## src/rtl/booth_multiplier_pkg.sv

```systemverilog
// Shared definitions for the calculator multiply/divide datapaths.
//   state_t   : sequencer states used by the iterative datapaths
//   CALC_W    : default calculator operand width, shared with the divider
//   ERR_CODE  : error/undefined code driven on the result bus
package booth_multiplier_pkg;

    typedef enum logic {
        ST_IDLE = 1'b0,
        ST_RUN  = 1'b1
    } state_t;

    localparam int CALC_W = 4;

    localparam logic [7:0] ERR_CODE = 8'hFF;

endpackage

```

## src/rtl/booth_step.sv

```systemverilog
// One radix-2 Booth iteration, purely combinational.
// Ports:
//   a, q      : accumulator and multiplier registers (WIDTH bits each)
//   q_1       : Booth guard bit
//   m         : multiplicand
//   a_next,
//   q_next,
//   q_1_next  : {A,Q,q_1} after the add/subtract and the arithmetic shift right
module booth_step
    import booth_multiplier_pkg::*;
#(
    parameter int WIDTH = CALC_W + 1
) (
    input  logic [WIDTH-1:0] a,
    input  logic [WIDTH-1:0] q,
    input  logic             q_1,
    input  logic [WIDTH-1:0] m,
    output logic [WIDTH-1:0] a_next,
    output logic [WIDTH-1:0] q_next,
    output logic             q_1_next
);

    logic [WIDTH-1:0] sum;

    // Recode the pair {Q[0], q_1}: 01 ends a run of ones (add),
    // 10 starts one (subtract), 00/11 leave A alone.
    always_comb begin
        sum = a;
        case ({q[0], q_1})
            2'b01:   sum = a + m;
            2'b10:   sum = a - m;
            default: sum = a;
        endcase
    end

    // Arithmetic shift of {A,Q,q_1}: A's sign bit is replicated.
    assign a_next   = {sum[WIDTH-1], sum[WIDTH-1:1]};
    assign q_next   = {sum[0], q[WIDTH-1:1]};
    assign q_1_next = q[0];

endmodule

```

## src/rtl/booth_multiplier.sv

```systemverilog
// Sequential radix-2 Booth multiplier, one Booth step per clock.
// Ports:
//   clk          : clock, rising edge
//   rst_n        : asynchronous active-low reset
//   start        : request a multiply, only honoured while idle
//   multiplicand : operand M, captured on the accepting edge
//   multiplier   : operand Q, captured on the accepting edge
//   busy         : high while an operation is running
//   done         : one-cycle pulse when product has just been updated
//   product      : last completed result (2*WIDTH bits), held between results
// WIDTH must be at least 2.
module booth_multiplier
    import booth_multiplier_pkg::*;
#(
    parameter int WIDTH  = CALC_W,
    parameter int SIGNED = 0
) (
    input  logic               clk,
    input  logic               rst_n,
    input  logic               start,
    input  logic [WIDTH-1:0]   multiplicand,
    input  logic [WIDTH-1:0]   multiplier,
    output logic               busy,
    output logic               done,
    output logic [2*WIDTH-1:0] product
);

    // One extra bit keeps unsigned operands with the top bit set from
    // being read as negative by the two's-complement Booth recoding.
    localparam int W1 = WIDTH + 1;
    localparam int CW = $clog2(W1 + 1);

    state_t          state;
    logic [W1-1:0]   m;
    logic [W1-1:0]   a;
    logic [W1-1:0]   q;
    logic            q_1;
    logic [CW-1:0]   cnt;

    logic [W1-1:0]   a_n;
    logic [W1-1:0]   q_n;
    logic            q_1_n;

    function automatic logic [W1-1:0] ext(input logic [WIDTH-1:0] x);
        return (SIGNED != 0) ? {x[WIDTH-1], x} : {1'b0, x};
    endfunction

    booth_step #(.WIDTH(W1)) u_step (
        .a        (a),
        .q        (q),
        .q_1      (q_1),
        .m        (m),
        .a_next   (a_n),
        .q_next   (q_n),
        .q_1_next (q_1_n)
    );

    always_ff @(posedge clk or negedge rst_n) begin
        if (!rst_n) begin
            state   <= ST_IDLE;
            m       <= '0;
            a       <= '0;
            q       <= '0;
            q_1     <= 1'b0;
            cnt     <= '0;
            busy    <= 1'b0;
            done    <= 1'b0;
            product <= '0;
        end else begin
            done <= 1'b0;
            case (state)
                ST_IDLE: begin
                    if (start) begin
                        m     <= ext(multiplicand);
                        q     <= ext(multiplier);
                        a     <= '0;
                        q_1   <= 1'b0;
                        cnt   <= CW'(W1);
                        busy  <= 1'b1;
                        state <= ST_RUN;
                    end
                end
                ST_RUN: begin
                    a   <= a_n;
                    q   <= q_n;
                    q_1 <= q_1_n;
                    cnt <= cnt - CW'(1);
                    if (cnt == CW'(1)) begin
                        // The exact product fits in 2*WIDTH bits, so the two
                        // top bits of A are redundant sign/zero copies.
                        product <= {a_n[WIDTH-2:0], q_n};
                        done    <= 1'b1;
                        busy    <= 1'b0;
                        state   <= ST_IDLE;
                    end
                end
                default: state <= ST_IDLE;
            endcase
        end
    end

endmodule

```

## config.mk

```make
export PLATFORM = sky130hd
export DESIGN_NAME = booth_multiplier
export DESIGN_NICKNAME = d
export VERILOG_FILES = /design/src/rtl/booth_multiplier_pkg.sv /design/src/rtl/booth_step.sv /design/src/rtl/booth_multiplier.sv
export SDC_FILE = /design/constraint.sdc
export NUM_CORES = 1
export LEC_CHECK = 0
export BUFFER_PORTS_ARGS = -buffer_cell sky130_fd_sc_hd__buf_2
export CAP_MARGIN = 20
export CORE_MARGIN = 2
export CORE_UTILIZATION = 55
export CTS_CLUSTER_SIZE = 14
export DETAILED_ROUTE_END_ITERATION = 8
export PLACE_DENSITY = 0.78
export SYNTH_ARGS = -nofsm -noshare
export SYNTH_HDL_FRONTEND = slang
export SYNTH_SLANG_ARGS = --single-unit
```

## constraint.sdc

```tcl
create_clock -name clk -period 5 [get_ports clk]
set_input_delay 0.25 -clock clk [delete_from_list [all_inputs] [get_ports clk]]
set_output_delay 0.25 -clock clk [all_outputs]
set_load 0.02 [all_outputs]
```

=== Word-level counts from Yosys, hierarchy flattened ===
Cells that the tools add are included.

* Flip-flop bits (word level): 29
* Output and inout port bits: 10
* Word-level logic and storage cells: 38

* Add/subtract/negate cells: 3
* Equality and inequality tests: 5
* Mux-type cells: 17
* Bitwise logic cells: 1
* Reductions and logical operators: 3

{| class="wikitable"
|+ Operators with widths
! operator !! number
|-
| 5-bit case mux with 2 select lines || 3
|-
| 5-bit two-way mux || 2
|-
| 1-bit two-way mux || 7
|-
| 1-bit case mux with 2 select lines || 3
|-
| 3-bit case mux with 2 select lines || 1
|-
| 2-bit AND reduction || 3
|-
| 5-bit by 4-bit adder with 5-bit output || 1
|-
| 5-bit by 4-bit subtractor with 5-bit output || 1
|-
| 3-bit by 1-bit equality test with 1-bit output (second input constant) || 1
|-
| 3-bit two-way mux || 1
|-
| 3-bit by 1-bit subtractor with 3-bit output (second input constant) || 1
|-
| 2-bit by 1-bit equality test with 1-bit output (second input constant) || 1
|-
| 2-bit equality test (second input constant) || 1
|-
| 2-bit by 1-bit inequality test with 1-bit output (second input constant) || 1
|-
| 2-bit inequality test (second input constant) || 1
|-
| 1-bit inverter || 1
|}

=== Depth between registers and ports, before layout ===
Gate-level depths: netlist of the first run.

* Depth in word-level cells: 3
* Mapped depth: 10
* Mapped depth without buffers: 10

=== Cells and area by module ===
Synthesis of the first run repeated with hierarchy kept, for this count alone.

* Cell total of the unflattened synthesis: 134
* Area total of the unflattened synthesis: 1534.0 µm²

{| class="wikitable"
|+ Modules (own cells, without submodules)
! module !! instances !! cells an instance !! area an instance (µm²) !! seq. area each (µm²)
|-
| booth_multiplier || 1 || 85 || 1176.1 || 725.7
|-
| booth_step || 1 || 49 || 357.8 || 0.0
|}

=== Worst setup path before layout of the first run ===
OpenSTA, ideal clock, no wires.

* Kind: register to register
* From: reg q_1
* To: reg a[2]
* Library setup time: 141 ps
* Arrival: 1960 ps
* Slack: 2899 ps
* Stages on the path, launching flop included: 11
* Path buffers: 0
* Period minus slack after synthesis: 2101 ps
* Cells stage by stage: dfrtp_1 -> inv_1 -> ha_1 -> mux2_2 -> inv_1 -> ha_1 -> nor2b_1 -> o21a_1 -> or3_1 -> nand3_1 -> a31oi_1

* Word-level cells in the longest chain between the ends: 3

{| class="wikitable"
|+ Ends and longest elaborated chain
! item !! line !! RTL
|-
| start: declaration || booth_multiplier.sv:37 || <nowiki>logic q_1;</nowiki>
|-
| start signal: assignment || booth_multiplier.sv:86 || <nowiki>q_1 <= q_1_n;</nowiki>
|-
| 2-bit equality test or 2-bit by 1-bit equality test with 1-bit output (tied branches) || booth_step.sv:29 || <nowiki>case ({q[0], q_1})</nowiki>
|-
| 5-bit case mux with 2 select lines * || booth_step.sv:29 ||
|-
| 5-bit case mux with 2 select lines * || booth_multiplier.sv:71 || <nowiki>case (state)</nowiki>
|-
| end signal: assignment || booth_multiplier.sv:84 || <nowiki>a <= a_n;</nowiki>
|-
| end: declaration || booth_multiplier.sv:35 || <nowiki>logic [W1-1:0] a;</nowiki>
|}

Every way passes the cells marked *; elsewhere a longest branch is shown, timed or not.
A chain may end at the register's enable or synchronous reset.

=== Final worst setup path of the first run ===
Same ends and word-level chain as after synthesis.

==> reports/metrics.yaml, run 1 <==
critical_path:
  start_kind: "register"
  rr_endpoint: "a[2]$_DFFE_PN0P_"
  cp-endpoint: "a[2]$_DFFE_PN0P_"
  critPathLaunch: "q_1$_DFFE_PN0P_"
  crit_required_ps: 5180
  crit_arrival_ps: 2460
  r2r-start: "q_1$_DFFE_PN0P_"
  reg2reg_depth: 10
  end_kind: "register"
  critPathMaxFanout: 4
  critPathKind: "reg -> reg"
  r2r_slack_ps: 2720
clocking:
  cts_num_sinks: 28
  clock_path_buffers: 2
  htreeDepth: 1
  clock_latency_ps: 340
  cts_buffers: 3
  cts_setup_buffers: 0
  clkSlewWorstSetupHoldPaths_ps: 140
  cts_tree: "done"
  clockRootBuffer: "clkbuf_4"
  post_cts_resized: 0
  ctsHoldBuffers: 1
global_route:
  antenna_found_initial: 0
  gr-total-overflow: 0
  grt_start_max_net_pins: 29
  grt_pass1_vias: 909
  grtUsageTotal_pct: 18.74
  grt_pass1_wl_mm: 3.953
synth:
  synth_area_per_cell_sq_um: 9.965
  yosys_warnings: 0
  ys_seq_area_share_pct: 49.87
  ys_top_cells_by_area: "dfrtp_1 50%, nand2_1 7.5%, ha_1 7.1%"
  synth_commonest_cells: "28 x dfrtp_1, 28 x nand2_1, 11 x o21ai_1"
  synth_seq_cells: 28
  synth_area_sq_mm: 0.001405
  synth_enable_flop_cells: 0
  synth_cell_types: 30
  synth-main-ff-cell: "dfrtp_1"
  synth_top_cell_by_area: "dfrtp_1"
  synth_fp_nets: 161
  async_flop_share_pct: 100.0
  yosysTopAreaCellShare_pct: 49.87
  synthCells: 141
status:
  status: "finished, final reports clean"
cells_and_area:
  n_antenna_cell: 0
  syn_to_final_growth_pct: 12.38
  fin_util_pct: 64.32
  nNetsFinal: 182
  fillCellCount: 213
  drive_above_1_share_pct: 19.25
  fin_area_sq_mm: 0.001579
die:
  num_rows: 18
  pin_count: 21
  core_sq_mm: 0.002455
  die_w_microns: 54.55
  die_area_sq_mm: 0.002975
  die_h_microns: 54.55
  start_util_pct: 57.24
drt:
  dr_total_vias: 989
  wirelength_mm: 2.400
  routedWlPerCell_microns: 12.57
  drt_first_pass_iters: 3
  drtAntennaViolNets: 0
  vias_per_cell: 5.178
  drt_iter0_drc: 9
  drcViolationCount: 0
power_and_ir_drop:
  pwr-share-comb_pct: 53.8
  powerDensity_mw_per_mm2: 806.6
  intPower_mw: 0.7424
  switching_share_pct: 41.71
  p_leak_nw: 0.8199
  power_frac_seq_pct: 34.5
  p_switching_mw: 0.5313
  ir_drop_uv: 424.5
  pwr-share-clk_pct: 11.7
worst_hold_path:
  hp-class: "in -> reg"
  holdPathStages: 3
flow_run:
  cap_violations: 0
timing:
  final-hold-violation-count: 0
  maxSlewHeadroom_pct: 39.94
  setup_violations: 0
  worst_pin_slew_ps: 900.9
  rsz0062_at_grt: "no"
  min_period_over_period_pct: 45.61
  finalSetupTns_ps: 0
  skew_ps: 9.822
  slew_viol_final: 0
  fin_crit_ps: 2281
  fmax_ghz: 0.4385
place:
  place_area_sq_mm: 0.001516
  dpl.hpwl_mm: 1.777
  numPortBuffers: 20
  gp_congestion: 0.8479
[power by group through the flow]
stage / combinational, mW / sequential [mW] / clock, mW
2_1_floorplan: 0.545 / 0.444 / 0
3_3_place_gp: 0.663 / 0.439 / 0
3_5_place_dp: 0.691 / 0.445 / 0
4_1_cts: 0.695 / 0.439 / 0.153
5_1_grt: 0.787 / 0.455 / 0.162
6_report: 0.685 / 0.439 / 0.149
[flip-flops by register name (all words and copies together), names as in the netlist]
signal   cells
state        1
busy         1
q            5
product      8
m            4
done         1
cnt          3
q_1          1
a            4
[per-stage QoR]
stage | setup slack [ps] | power, mW | cells | hold WS (ps)
3_3_place_gp | 2820 | 1.101 | 186 | 293.3
5_1_grt | 2566 | 1.404 | 191 | 112.8
4_1_cts | 2721 | 1.287 | 191 | 110.8
3_5_place_dp | 2743 | 1.136 | 186 | 300.6
6_report | 2719 | 1.274 | 191 | 121.6
2_1_floorplan | 2899 | 0.9890 | 141 | -45.59
[worst max-delay path, stage by stage (launching register included)]
cell	delay [ps]
dfrtp_1	390
inv_1	70
ha_1	220
mux2_2	380
inv_1	70
ha_1	210
nor2b_1	140
o21a_1	170
or3_1	310
nand3_1	110
a31oi_1	80
[cell families after synthesis]
family / count (synthesis) / synth area share, %
AND/OR/NAND/NOR: 44 / 13.36
AO/OA/AOI/OAI: 26 / 11.22
buffers and inverters: 17 / 5.075
multiplexers: 11 / 8.192
flip-flops: 28 / 49.87
XOR/XNOR: 6 / 3.740
adder cells (fa/ha/maj): 9 / 8.549
[per-layer routing]
| metal | share of wire [%] | wire (microns) | global-route usage [%] | up-vias |
|---|---|---|---|---|
| met5 | 0 | 0 | 0 | - |
| met4 | 1.8 | 44 | 8.750 | 0 |
| met2 | 47 | 1136 | 30.92 | 13 |
| met3 | 2.5 | 59 | 2.459 | 5 |
| li1 | - | - | - | 506 |
| met1 | 48 | 1160 | 24.30 | 465 |
[cells in the final DEF (no fill, tap or decap)]
master         synthesis  routed
bufinv_16              0       1
inv_1                  9       9
inv_2                  3       3
buf_2                  3      20
nor2b_1                1       1
xnor2_1                5       5
nor2_1                 7       7
nand2_1               28      28
o31ai_1                2       2
or3_1                  1       1
clkbuf_4               0       3
dlygate4sd3_1          0       1
mux2_2                 1       1
o21a_1                 1       1
nand3_1                1       1
dfrtp_1               28      28
a32o_2                 1       1
nor2_4                 1       1
mux2_1                 3       3
nand2b_1               1       1
or2_1                  1       1
fa_1                   1       1
mux2i_1                7       7
a21oi_2                1       1
nor3_1                 3       3
ha_1                   8       8
a21oi_1                5       5
xor2_1                 1       1
o21ai_1               11      11
a31oi_1                2       2
a21o_1                 3       3
[worst min-delay path by stage]
stage	from	endpoint	slack, ps
finish	multiplicand[1]	m[1]$_DFFE_PN0P_	120
CTS	multiplicand[1]	m[1]$_DFFE_PN0P_	110
floorplan	rst_n	a[0]$_DFFE_PN0P_	-50
detailed placement	rst_n	product[5]$_DFFE_PN0P_	300
global route	multiplicand[3]	m[3]$_DFFE_PN0P_	110
global placement	rst_n	a[1]$_DFFE_PN0P_	290
[final cells by class]
class	instances	area, sq um	area share [%]
Tap cell	30	37.54	2.377
Clock buffer	3	22.52	1.426
Multi-Input combinational cell	96	633.1	40.10
Clock inverter	1	30.03	1.902
Timing Repair Buffer	21	110.1	6.973
Sequential cell	28	700.7	44.37
Inverter	12	45.04	2.853
No activity file was read; power rests on OpenSTA's default activity.
==> run 2, diff against run 1 <==
- clock period: 5 -> 2.2 ns (I/O delays scaled with it)
==> run 2 against run 1 <==
  * Via count is 5.9% higher
  * Critical path depth unchanged
  * Cell area grew 9.2%
  * Utilization increased by 5.9 points
  * Critical path type unchanged
  * Sequential power rose by 110%
  * Combinational power grew to 2.9 times the previous value
  * Maximum frequency increased by 6.7%
  * Total power grew to 2.6 times the previous value
  * Critical endpoint unchanged
==> reports/metrics.yaml, run 2 (synthesis results as in run 1) <==
critical_path:
  worst_path_max_delay_cell: "dfrtp_1"
  crit_arrival_ps: 2340
  end_kind: "register"
  critPathKind: "reg -> reg"
  cp_top_family: "simple AND/OR/NAND/NOR gates"
  crit_required_ps: 2400
  reg2reg_depth: 10
  path_buf_inv: 2
  max_stage_delay_ps: 410
  critPathLaunch: "m[1]$_DFFE_PN0P_"
  critPathMaxFanout: 2
  cp_common_cell: "ha_4"
  start_kind: "register"
  rr_endpoint: "a[2]$_DFFE_PN0P_"
  r2r_slack_ps: 60
  r2r-start: "m[1]$_DFFE_PN0P_"
  path_cells: "inv_2 -> ha_4 -> mux2_4 -> inv_4 -> ha_4 -> nor2b_4 -> o21a_1 -> or3_1 -> nand3_2 -> a31oi_2"
power_and_ir_drop:
  p_switching_mw: 1.357
  ir_drop_uv: 992.8
  intPower_mw: 1.898
  switching_share_pct: 41.69
  powerDensity_mw_per_mm2: 1888
  pwr-share-comb_pct: 60.7
  p_leak_nw: 0.8760
  power_frac_seq_pct: 28.8
  pwr-share-clk_pct: 10.5
clocking:
  cts_num_sinks: 28
  clkSlewWorstSetupHoldPaths_ps: 140
  clock_path_buffers: 2
  cts_buffers: 3
  htreeDepth: 1
  clock_latency_ps: 340
  cts_tree: "done"
  clockRootBuffer: "clkbuf_4"
global_route:
  gr-total-overflow: 0
  grt_pass1_vias: 1047
  antenna_found_initial: 0
  grt_start_max_net_pins: 29
  grt_pass1_wl_mm: 4.519
  grtUsageTotal_pct: 21.26
drt:
  drcViolationCount: 0
  dr_total_vias: 1047
  wirelength_mm: 2.734
  drtAntennaViolNets: 0
  vias_per_cell: 5.209
  routedWlPerCell_microns: 13.60
  drt_first_pass_iters: 4
  drt_iter0_drc: 23
cells_and_area:
  fin_util_pct: 70.23
  n_antenna_cell: 0
  syn_to_final_growth_pct: 22.71
  top_register: "product"
  fin_area_sq_mm: 0.001724
  largest_reg_flops: 8
  nNetsFinal: 192
  final_cell_mix: "28 x nand2_1, 28 x dfrtp_1, 20 x buf_2, 11 x o21ai_1"
  drive_above_1_share_pct: 28.07
  top_regs: "product (8), q (5)"
place:
  numPortBuffers: 20
  dpl.hpwl_mm: 1.907
  gp_congestion: 0.8264
  place_area_sq_mm: 0.001546
die:
  die_h_microns: 54.55
  num_rows: 18
  start_util_pct: 57.24
  core_sq_mm: 0.002455
  pin_count: 21
  die_w_microns: 54.55
  die_area_sq_mm: 0.002975
timing:
  skew_ps: 17.07
  rsz0062_at_grt: "no"
  min_period_over_period_pct: 97.14
  setup_violations: 0
  maxSlewHeadroom_pct: 58.88
  fin_crit_ps: 2137
  slew_viol_final: 0
  worst_pin_slew_ps: 616.8
  final-hold-violation-count: 0
  fmax_ghz: 0.4679
status:
  status: "finished, final reports clean"
worst_hold_path:
  holdPathStages: 3
  hp-start: "multiplicand[0]"
  hp-class: "in -> reg"
  holdPathEnd: "m[0]$_DFFE_PN0P_"
flow_run:
  cap_violations: 0
## run 2: cell types whose count changed in the layout (fill, tap and decap cells not counted), moves of 3 or more
cell,change
buf_4,+7
inv_1,-4
ha_1,-3
ha_4,+3
dlygate4sd3_1,+3
inv_2,+3
## run 2: worst max-delay path by stage
| stage | slack, ps | cells past startpoint | endpoint |
|---|---|---|---|
| floorplan | 100 | 10 | a[2]$_DFFE_PN0P_ |
| global placement | 100 | 10 | a[2]$_DFFE_PN0P_ |
| detailed placement | -20 | 10 | a[2]$_DFFE_PN0P_ |
| CTS | -20 | 10 | a[2]$_DFFE_PN0P_ |
| global route | 6 | 10 | a[2]$_DFFE_PN0P_ |
| finish | 60 | 10 | a[2]$_DFFE_PN0P_ |
## run 2: cell type report
| class | instances | area (sq um) |
|---|---|---|
| clock buffers | 3 | 22.52 |
| flip-flops and latches | 28 | 700.7 |
| clock inverters | 1 | 30.03 |
| well taps | 30 | 37.54 |
| repair buffers | 31 | 192.7 |
| inverters | 12 | 47.55 |
| fillers | 187 | 730.7 |
| multi-input cells | 96 | 693.2 |
## run 2: worst reg2reg max path, cell delays in order, from the launching register on
cell,delay [ps]
dfrtp_1,410
inv_2,80
ha_4,200
mux2_4,290
inv_4,60
ha_4,180
nor2b_4,110
o21a_1,170
or3_1,320
nand3_2,90
a31oi_2,90
## run 2: power groups by stage
| stage | logic (mW) | registers [mW] | clock network [mW] |
|---|---|---|---|
| after floorplan | 1.24 | 1.01 | 0 |
| after global placement | 1.62 | 0.927 | 0 |
| after detailed placement | 1.72 | 0.942 | 0 |
| after CTS | 1.87 | 0.938 | 0.348 |
| after global routing | 2.19 | 0.972 | 0.374 |
| final | 1.98 | 0.938 | 0.341 |
## run 2: through the flow
stage	setup WS, ps	hold WS [ps]	cells	power, mW	TNS (ps)
6_report	63.00	17.37	201	3.255	0
5_1_grt	6.380	20.69	201	3.541	0
4_1_cts	-19.90	9.960	200	3.153	-19.90
3_5_place_dp	-15.37	162.4	190	2.662	-15.37
3_3_place_gp	97.25	153.8	190	2.551	0
2_1_floorplan	98.99	-185.6	141	2.248	0
## run 2: metal layers
metal	vias up	GRT usage [%]	part of all wire, %
met5	-	0	0
met2	16	37.15	51
met3	4	3.005	2.7
li1	527	-	-
met4	0	8.333	1.6
met1	500	26.31	45
## run 2: repair_timing
item                                    in CTS  in global routing
resized for setup                            9                  5
endpoints found under the hold margin       31                  0
endpoints found under the setup margin       1                  2
buffers inserted                             2                  1
hold buffers                                 4                  0
pin swaps                                    5                  3
gates cloned                                 0                  0
